$ cat config.mk
export PLATFORM = sky130hd
export DESIGN_NAME = tcp_check_sequencer
export DESIGN_NICKNAME = d
export VERILOG_FILES = /design/src/rtl/tcp_check_sequencer.sv
export SDC_FILE = /design/constraint.sdc
export NUM_CORES = 1
export LEC_CHECK = 0
export BUFFER_PORTS_ARGS = -buffer_cell sky130_fd_sc_hd__buf_4
export CAP_MARGIN = 25
export CORE_MARGIN = 5
export CORE_UTILIZATION = 55
export CTS_CLUSTER_DIAMETER = 60
export CTS_CLUSTER_SIZE = 10
export DETAILED_ROUTE_END_ITERATION = 8
export GPL_TIMING_DRIVEN = 0
export PLACE_DENSITY = 0.78
export RECOVER_POWER = 100
export SKIP_LAST_GASP = 1
export SYNTH_ARGS = -nofsm -noshare
export SYNTH_HDL_FRONTEND = slang
export SYNTH_SLANG_ARGS = --single-unit
$ cat constraint.sdc
create_clock -name axis_aclk -period 5.95 [get_ports axis_aclk]
set_input_delay 0 -clock axis_aclk [delete_from_list [all_inputs] [get_ports axis_aclk]]
set_output_delay 0 -clock axis_aclk [all_outputs]
set_load 0.02 [all_outputs]
$ cat src/rtl/tcp_check_sequencer.sv
// Beat tracker, word-strobe generator and in-order result hand-off for the TCP flag checker.
// Optional result timeout: define TCP_CHECK_SEQ_TIMEOUT_EN.
module tcp_check_sequencer #(
    parameter int unsigned MAX_OUTSTANDING = 16,
    parameter int unsigned CNT_W           = 16,
    parameter int unsigned TIMEOUT_CYC     = 64
) (
    input  logic                               axis_aclk,
    input  logic                               axis_resetn,
    input  logic                               in_tvalid,
    input  logic                               in_tready,
    input  logic                               in_tlast,
    output logic                               in_stall,
    output logic                               word_IP_DST_HI,
    output logic                               word_IP_DST_LO,
    output logic                               word_OPT_PAYLOAD,
    input  logic                               hand_shake_vld,
    output logic                               rd_check,
    input  logic                               res_req,
    output logic                               res_vld,
    output logic                               res_present,
    output logic                               res_err,
    output logic [$clog2(MAX_OUTSTANDING):0]   pending_cnt,
    output logic [CNT_W-1:0]                   pkt_cnt,
    output logic [CNT_W-1:0]                   short_cnt
);

    localparam int unsigned AW = $clog2(MAX_OUTSTANDING);

    typedef enum logic [1:0] {StW0, StW1, StW2, StPay} word_state_e;

    word_state_e                state_q;
    logic [MAX_OUTSTANDING-1:0] tag_q;
    logic [AW-1:0]              wr_ptr_q, rd_ptr_q;
    logic [AW:0]                count_q, count_d;
    logic                       stall_q;
    logic [CNT_W-1:0]           pkt_cnt_q, short_cnt_q;

    logic beat, last_beat, full, push, pop, push_tag, head_valid, head_tag;

    assign beat      = in_tvalid & in_tready;
    assign last_beat = beat & in_tlast;

    assign word_IP_DST_HI   = (state_q == StW0) & beat;
    assign word_IP_DST_LO   = (state_q == StW1) & beat;
    assign word_OPT_PAYLOAD = (state_q == StW2) & beat;

    // A packet reaching the payload word has been fully seen by the checker.
    assign push_tag   = (state_q == StW2) | (state_q == StPay);
    assign full       = count_q == (AW + 1)'(MAX_OUTSTANDING);
    assign push       = last_beat & ~full;
    assign head_valid = count_q != '0;
    assign head_tag   = tag_q[rd_ptr_q];

`ifdef TCP_CHECK_SEQ_TIMEOUT_EN
    localparam int unsigned TW = $clog2(TIMEOUT_CYC + 1);

    logic [TW-1:0] to_cnt_q;
    logic          err_q;
    logic          timed_out;

    assign timed_out   = to_cnt_q == TW'(TIMEOUT_CYC);
    assign res_err     = timed_out;
    assign res_present = head_valid & head_tag & hand_shake_vld & ~timed_out;
    assign res_vld     = (head_valid & (~head_tag | hand_shake_vld)) | timed_out;

    always_ff @(posedge axis_aclk or negedge axis_resetn) begin
        if (!axis_resetn) begin
            to_cnt_q <= '0;
            err_q    <= 1'b0;
        end else begin
            if (pop) begin
                to_cnt_q <= '0;
            end else if (head_valid & head_tag & ~hand_shake_vld & ~timed_out) begin
                to_cnt_q <= to_cnt_q + 1'b1;
            end
            if (pop & timed_out) begin
                err_q <= 1'b1;
            end
        end
    end
`else
    assign res_err     = 1'b0;
    assign res_present = head_valid & head_tag & hand_shake_vld;
    assign res_vld     = head_valid & (~head_tag | hand_shake_vld);
`endif

    assign pop      = res_vld & res_req;
    assign rd_check = pop & res_present;
    assign count_d  = count_q + (AW + 1)'(push) - (AW + 1)'(pop);

    always_ff @(posedge axis_aclk or negedge axis_resetn) begin
        if (!axis_resetn) begin
            state_q     <= StW0;
            tag_q       <= '0;
            wr_ptr_q    <= '0;
            rd_ptr_q    <= '0;
            count_q     <= '0;
            stall_q     <= 1'b0;
            pkt_cnt_q   <= '0;
            short_cnt_q <= '0;
        end else begin
            if (beat) begin
                if (in_tlast) begin
                    state_q <= StW0;
                end else begin
                    unique case (state_q)
                        StW0:    state_q <= StW1;
                        StW1:    state_q <= StW2;
                        StW2:    state_q <= StPay;
                        default: state_q <= StPay;
                    endcase
                end
            end
            if (push) begin
                tag_q[wr_ptr_q] <= push_tag;
                wr_ptr_q        <= wr_ptr_q + 1'b1;
                pkt_cnt_q       <= pkt_cnt_q + 1'b1;
                if (!push_tag) begin
                    short_cnt_q <= short_cnt_q + 1'b1;
                end
            end
            if (pop) begin
                rd_ptr_q <= rd_ptr_q + 1'b1;
            end
            count_q <= count_d;
            // A 3-beat packet needs one strobe-free cycle before the next packet starts.
            stall_q <= (count_d >= (AW + 1)'(MAX_OUTSTANDING - 1))
                     | (last_beat & (state_q == StW2));
        end
    end

    assign in_stall    = stall_q;
    assign pending_cnt = count_q;
    assign pkt_cnt     = pkt_cnt_q;
    assign short_cnt   = short_cnt_q;

endmodule
==> flow_summary.toml, run 1 <==
[timing]
max_slew_margin_pct = -125
skew_ps = 4.84
tightestPinTransition_ps = 3370
fmax_ghz = 0.295
setup_viol = 0
hold_viol = 0
finalSetupTns_ps = 0
finalCritPeriodShare_pct = 56.9
drv_slew = 65
min_period_ps = 3390
rsz0062_at_grt = "false"

[worst_setup_path]
crit_path_top_delay_cell = "clkbuf_1"
required_ps = 6170
crit_type = "flop to flop"
critical_path.max_fanout = 10
cp.depth = 15
cp_num_buf_inv = 3
reg2reg_depth = 15
cp.arrival_ps = 3610
max_stage_delay_ps = 550
critPathLaunchType = "flop"
cp_top_family = "adder cells"
reg2reg_setup_slack_ps = 2560
crit_chain = "clkbuf_1 -> mux2i_1 -> a22oi_1 -> nand4_1 -> nand3_1 -> inv_1 -> ha_1 -> inv_1 -> ha_1 -> fa_1 -> a21oi_1 -> o21bai_1 -> xnor2_1 -> nor2_1 -> nand2_1"
cp-end-kind = "flop"

[place]
gp_congestion = 0.754
io_buffer_count = 50
placed_cell_area_mm2 = 0.00362
post-dp-hpwl_um = 4390

[layout]
final_common_cell = "dfrtp_1"
n_antenna_cell = 0
area_delta_synth_final_pct = 15.9
mostFrequentLayoutCells = "dfrtp_1 (64), clkbuf_1 (51), nand2_1 (35)"
drive_gt1_share_pct = 10.5
fin_area_mm2 = 0.00366
final_net_count = 370

[power]
swShare_pct = 38.0
switchingPower_mw = 0.641
clock_power_share_pct = 23.6
p_leak_nw = 1.65
powerDensity_mw_per_mm2 = 461
peakVddDrop_mv = 0.358
power_frac_seq_pct = 39.4
power_frac_comb_pct = 37.0
power.internal_mw = 1.05

[hold_path]
hold_class = "input port to flop"
min_path_cells = 3

[synth]
yosysSeqAreaShare_pct = 50.8
synth_adder_area_share_pct = 5.79
synth_mux_area_share_pct = 7.89
synth_top_family_by_area = "simple AND/OR/NAND/NOR gates"
synth_compound_area_share_pct = 3.45
synth-simple-area-share_pct = 18.4
ys_ff_latch = 64
netlist.area_leader.share_pct = 50.8
syn_inst = 285
syn-num-nets = 306
synth_area_leaders = "dfrtp_1 (51%), xnor2_1 (8.6%), mux2_2 (5.4%)"
synthFlopType = "dfrtp_1"
synth_xor_area_share_pct = 11.1
synth_edf_count = 0
synthArstFlopShare_pct = 100
yosysTopAreaCell = "dfrtp_1"
synth.avg_cell_area_um2 = 11.1
synth_cell_types = 37
yosys_warnings = 0
syn-cell-area_mm2 = 0.00316

[grt]
antenna_found_initial = 0
grt_pass1_vias = 2345
grt_pass1_wl_um = 10900
grtUsageTotal_pct = 18.7
grt_overflow = 0
grt_max_degree = 65

[floorplan]
start_util_pct = 57.0
dieHeight_um = 85.7
coreArea_mm2 = 0.00554
core.rowCount = 27
die_w_um = 85.7
dieArea_mm2 = 0.00735
io_pins = 52

[routing]
first_pass_iters = 4
routed_wl_um = 6130
ant_nets = 0
num_vias = 2218
first_iter_violations = 101
route.detailed.drc = 0
wire_per_inst_um = 14.4
avgViaCountPerCell = 5.22

[clock_network]
root_buffer = "clkbuf_8"
clk_latency_ps = 330
cts_setup_buffers = 0
clkSlewWorstSetupHoldPaths_ps = 70
cts_tree = "yes"
clock_path_buffers = 2
cts_buffers = 9
htreeDepth = 3
ctsResizeCount = 0
clkSinkCount = 64

[run_status]
status = "finished with violations"
violations = "max-capacitance violations, max-slew violations"

[flow_run]
cap_viol_max_count = 1
state kept, by name (all words and copies together), names as in the netlist:
| signal | count |
|---|---|
| pkt_cnt | 16 |
| wr_ptr_q | 4 |
| state_q | 2 |
| short_cnt | 16 |
| rd_ptr_q | 4 |
| in_stall | 1 |
| tag_q | 16 |
| pending_cnt | 5 |
synthesized netlist by cell type, types with 8 or more instances:
| master | number |
|---|---|
| and3_1 | 9 |
| xor2_1 | 9 |
| nand2_1 | 35 |
| ha_1 | 13 |
| nor2_1 | 8 |
| xnor2_1 | 31 |
| mux2i_1 | 8 |
| nand3_1 | 14 |
| nand4_1 | 15 |
| mux2_2 | 15 |
| dfrtp_1 | 64 |
| inv_1 | 10 |
kinds of logic after synthesis:
| group | Yosys count |
|---|---|
| xor+xnor | 40 |
| simple gates | 108 |
| buf+inv | 19 |
| fa+ha+maj | 14 |
| other cells | 1 |
| mux | 23 |
| flops | 64 |
| compound gates | 16 |
power groups by stage:
stage | combinational [mW] | sequential, mW | clock [mW]
3_3_place_gp | 0.662 | 0.670 | 0
3_5_place_dp | 0.682 | 0.676 | 0
4_1_cts | 0.688 | 0.669 | 0.405
2_1_floorplan | 0.421 | 0.710 | 0
5_1_grt | 0.706 | 0.683 | 0.430
6_report | 0.624 | 0.665 | 0.398
area by class of cell:
class                      instances  area [um2]
fill                             470        1880
inverter                          11        41.3
tap                               72        90.1
sequential                        64        1600
timing repair buffer              53         240
buffer                             8        33.8
clock inverter                     6        85.1
clock buffer                       9         124
multi-input combinational        202        1440
metal layers:
metal	share of wire, %	wire [um]	track usage, %	vias up
met2	49	3010	30.4	36
met3	3.6	218	5.28	10
li1	-	-	-	1102
met5	0	0	0	-
met1	46	2810	24.1	1070
met4	1.4	87	6.04	0
worst min-delay path, stage by stage:
cell and delay [ps]:
buf_4 90, nand3_2 100, a21boi_0 130
per-stage QoR:
stage | power, mW | setup slack (ps) | util [%] | cells | hold WS (ps)
5_1_grt | 1.82 | 1910 | 66.0 | 425 | 48.7
6_report | 1.69 | 2560 | 66.0 | 425 | 26.9
4_1_cts | 1.76 | 2840 | 69.7 | 425 | 40.8
2_1_floorplan | 1.13 | 3060 | - | 285 | -296
3_5_place_dp | 1.36 | 2860 | 65.4 | 407 | 140
3_3_place_gp | 1.33 | 2860 | 65.4 | 407 | 141
final timing paths:
path | from | to
worst min-delay path | in_tlast | state_q[1]
min in group asynchronous | axis_resetn | pending_cnt[3]
worst max register to register | rd_ptr_q[0] | in_stall
worst min register to register | short_cnt[15] | short_cnt[15]
max in group asynchronous | axis_resetn | short_cnt[9]
worst max-delay path | rd_ptr_q[0] | in_stall
what timing repair did:
action	4_1_cts	5_1_grt
hold endpoints to repair	65	0
endpoints found under the setup margin	0	0
hold buffers	3	0
(Power assumes the default switching activity.)
==> inputs of run 2 (changes only) <==
==> constraint.sdc (replaced) <==
create_clock -name axis_aclk -period 3.5 [get_ports axis_aclk]
set_input_delay 0 -clock axis_aclk [delete_from_list [all_inputs] [get_ports axis_aclk]]
set_output_delay 0 -clock axis_aclk [all_outputs]
set_load 0.02 [all_outputs]
==> run 2 against run 1 <==
Effect of this change:
- the flow still finishes with violations (max-capacitance violations, max-slew violations)
- hold slack improved by 28 ps
- non-clock buffer count did not move
- sequential share of layout area fell by 0.25 points
- first-iteration DRC count rose by 7.9%
- clock-buffer cell count did not move
- largest cell class unchanged
- global-route usage did not move
- register-to-register slack got worse by 2200 ps
- die area did not move
- sequential cell count did not move
- via count rose by 0.32%
==> flow_summary.toml, run 2 (synthesized netlist as in run 1, its figures left out) <==
[timing]
min_period_ps = 3120
setup_viol = 0
skew_ps = 4.68
finalSetupTns_ps = 0
holdWs_ps = 54.9
drv_slew = 65
hold_viol = 0
rsz0062_at_grt = "false"
finalCritPeriodShare_pct = 89.0
max_slew_margin_pct = -2.90
fmax_ghz = 0.321
tightestPinTransition_ps = 1540

[floorplan]
dieArea_mm2 = 0.00735
die_w_um = 85.7
core.rowCount = 27
dieHeight_um = 85.7
io_pins = 52
start_util_pct = 57.0
coreArea_mm2 = 0.00554

[layout]
final_core_util_pct = 66.4
final_net_count = 370
mostFrequentLayoutCells = "dfrtp_1 (64), clkbuf_1 (49), nand2_1 (35)"
stdcell_count = 425
n_antenna_cell = 0
area_delta_synth_final_pct = 16.6
final_common_cell = "dfrtp_1"
drive_gt1_share_pct = 11.6

[place]
post-dp-hpwl_um = 4390
dp.cells = 407
io_buffer_count = 50
gp_congestion = 0.754

[flow_run]
cap_viol_max_count = 1

[routing]
routed_wl_um = 6140
num_vias = 2225
first_iter_violations = 109
ant_nets = 0
first_pass_iters = 4
route.detailed.drc = 0
wire_per_inst_um = 14.4
avgViaCountPerCell = 5.24

[run_status]
violations = "max-capacitance violations, max-slew violations"
status = "finished with violations"

[grt]
grt_pass1_vias = 2345
grt_pass1_wl_um = 10900
grt_max_degree = 65
grtUsageTotal_pct = 18.7
antenna_found_initial = 0
grt_overflow = 0

[clock_network]
clkSlewWorstSetupHoldPaths_ps = 70
clock_path_buffers = 2
clk_latency_ps = 340
cts_tree = "yes"
root_buffer = "clkbuf_8"
cts_buffers = 9
htreeDepth = 3
clkSinkCount = 64

[power]
peakVddDrop_mv = 0.624
total_power_mw = 2.88
powerDensity_mw_per_mm2 = 783
p_leak_nw = 1.66

[worst_setup_path]
startpoint = "pending_cnt[3]"
cp.arrival_ps = 3340
critPathLaunchType = "flop"
reg2reg_depth = 16
reg2reg_setup_slack_ps = 380
rr_endpoint = "in_stall"
required_ps = 3730
crit_type = "flop to flop"
crit_path_end = "in_stall"
critical_path.max_fanout = 4
r2r-start = "pending_cnt[3]"
cp-end-kind = "flop"

[hold_path]
hold_class = "input port to flop"
[run 2: cell count changes in the layout (fill, tap and decap cells not counted)]
cell,change
clkbuf_1,-2
nor3b_2,+1
buf_4,+1
nor3b_1,-1
clkbuf_2,+1
a21oi_1,-1
a21oi_4,+1
[run 2: worst min path at each step]
stage	end	cells after the start	startpoint
6_report	state_q[0]	3	in_tlast
5_1_grt	state_q[0]	3	in_tlast
4_1_cts	state_q[0]	3	in_tlast
3_5_place_dp	in_stall	1	axis_resetn
3_3_place_gp	pending_cnt[3]	1	axis_resetn
2_1_floorplan	in_stall	0	axis_resetn
[run 2: area by class of cell]
cell class,instances,area (um2)
timing repair buffer,53,241
tap,72,90.1
clock inverter,6,85.1
multi-input combinational,202,1460
fill,465,1860
inverter,11,41.3
sequential,64,1600
clock buffer,9,124
buffer,8,37.5
[run 2: stage by stage]
step	cell area, um2	setup WS (ps)
floorplan	3160	615
global placement	3620	409
detailed placement	3620	409
CTS	3860	386
global route	3680	126
finish	3680	384
[run 2: critical path, stage by stage, from the launching register on]
cell	delay, ps
dfrtp_1	400
inv_1	90
ha_1	130
nor3b_2	310
nand2b_1	170
and2_0	240
nand3_1	150
inv_1	60
ha_1	260
inv_1	40
ha_1	190
fa_1	410
a21oi_1	140
o21bai_1	80
xnor2_1	150
nor2_1	110
nand2_1	60
[run 2: routing by layer]
layer  track usage [%]  up-vias  share of wire, %
li1                  -     1101                 -
met1              24.1     1081                45
met2              30.4       35                49
met3              5.28        8               3.7
met4              6.04        0               1.4
met5                 0        -                 0
[run 2: repair_timing]
item	CTS	global route
setup buffers	0	0
gates resized for setup	0	0
hold buffers	3	0
hold endpoints to repair	65	0
[run 2: where the power goes]
| group | total [mW] | leakage, nW | switching, mW | internal (mW) |
|---|---|---|---|---|
| clock network | 0.676 | 0.101 | 0.282 | 0.394 |
| registers | 1.14 | 0.838 | 0.186 | 0.949 |
| logic | 1.07 | 0.723 | 0.627 | 0.440 |
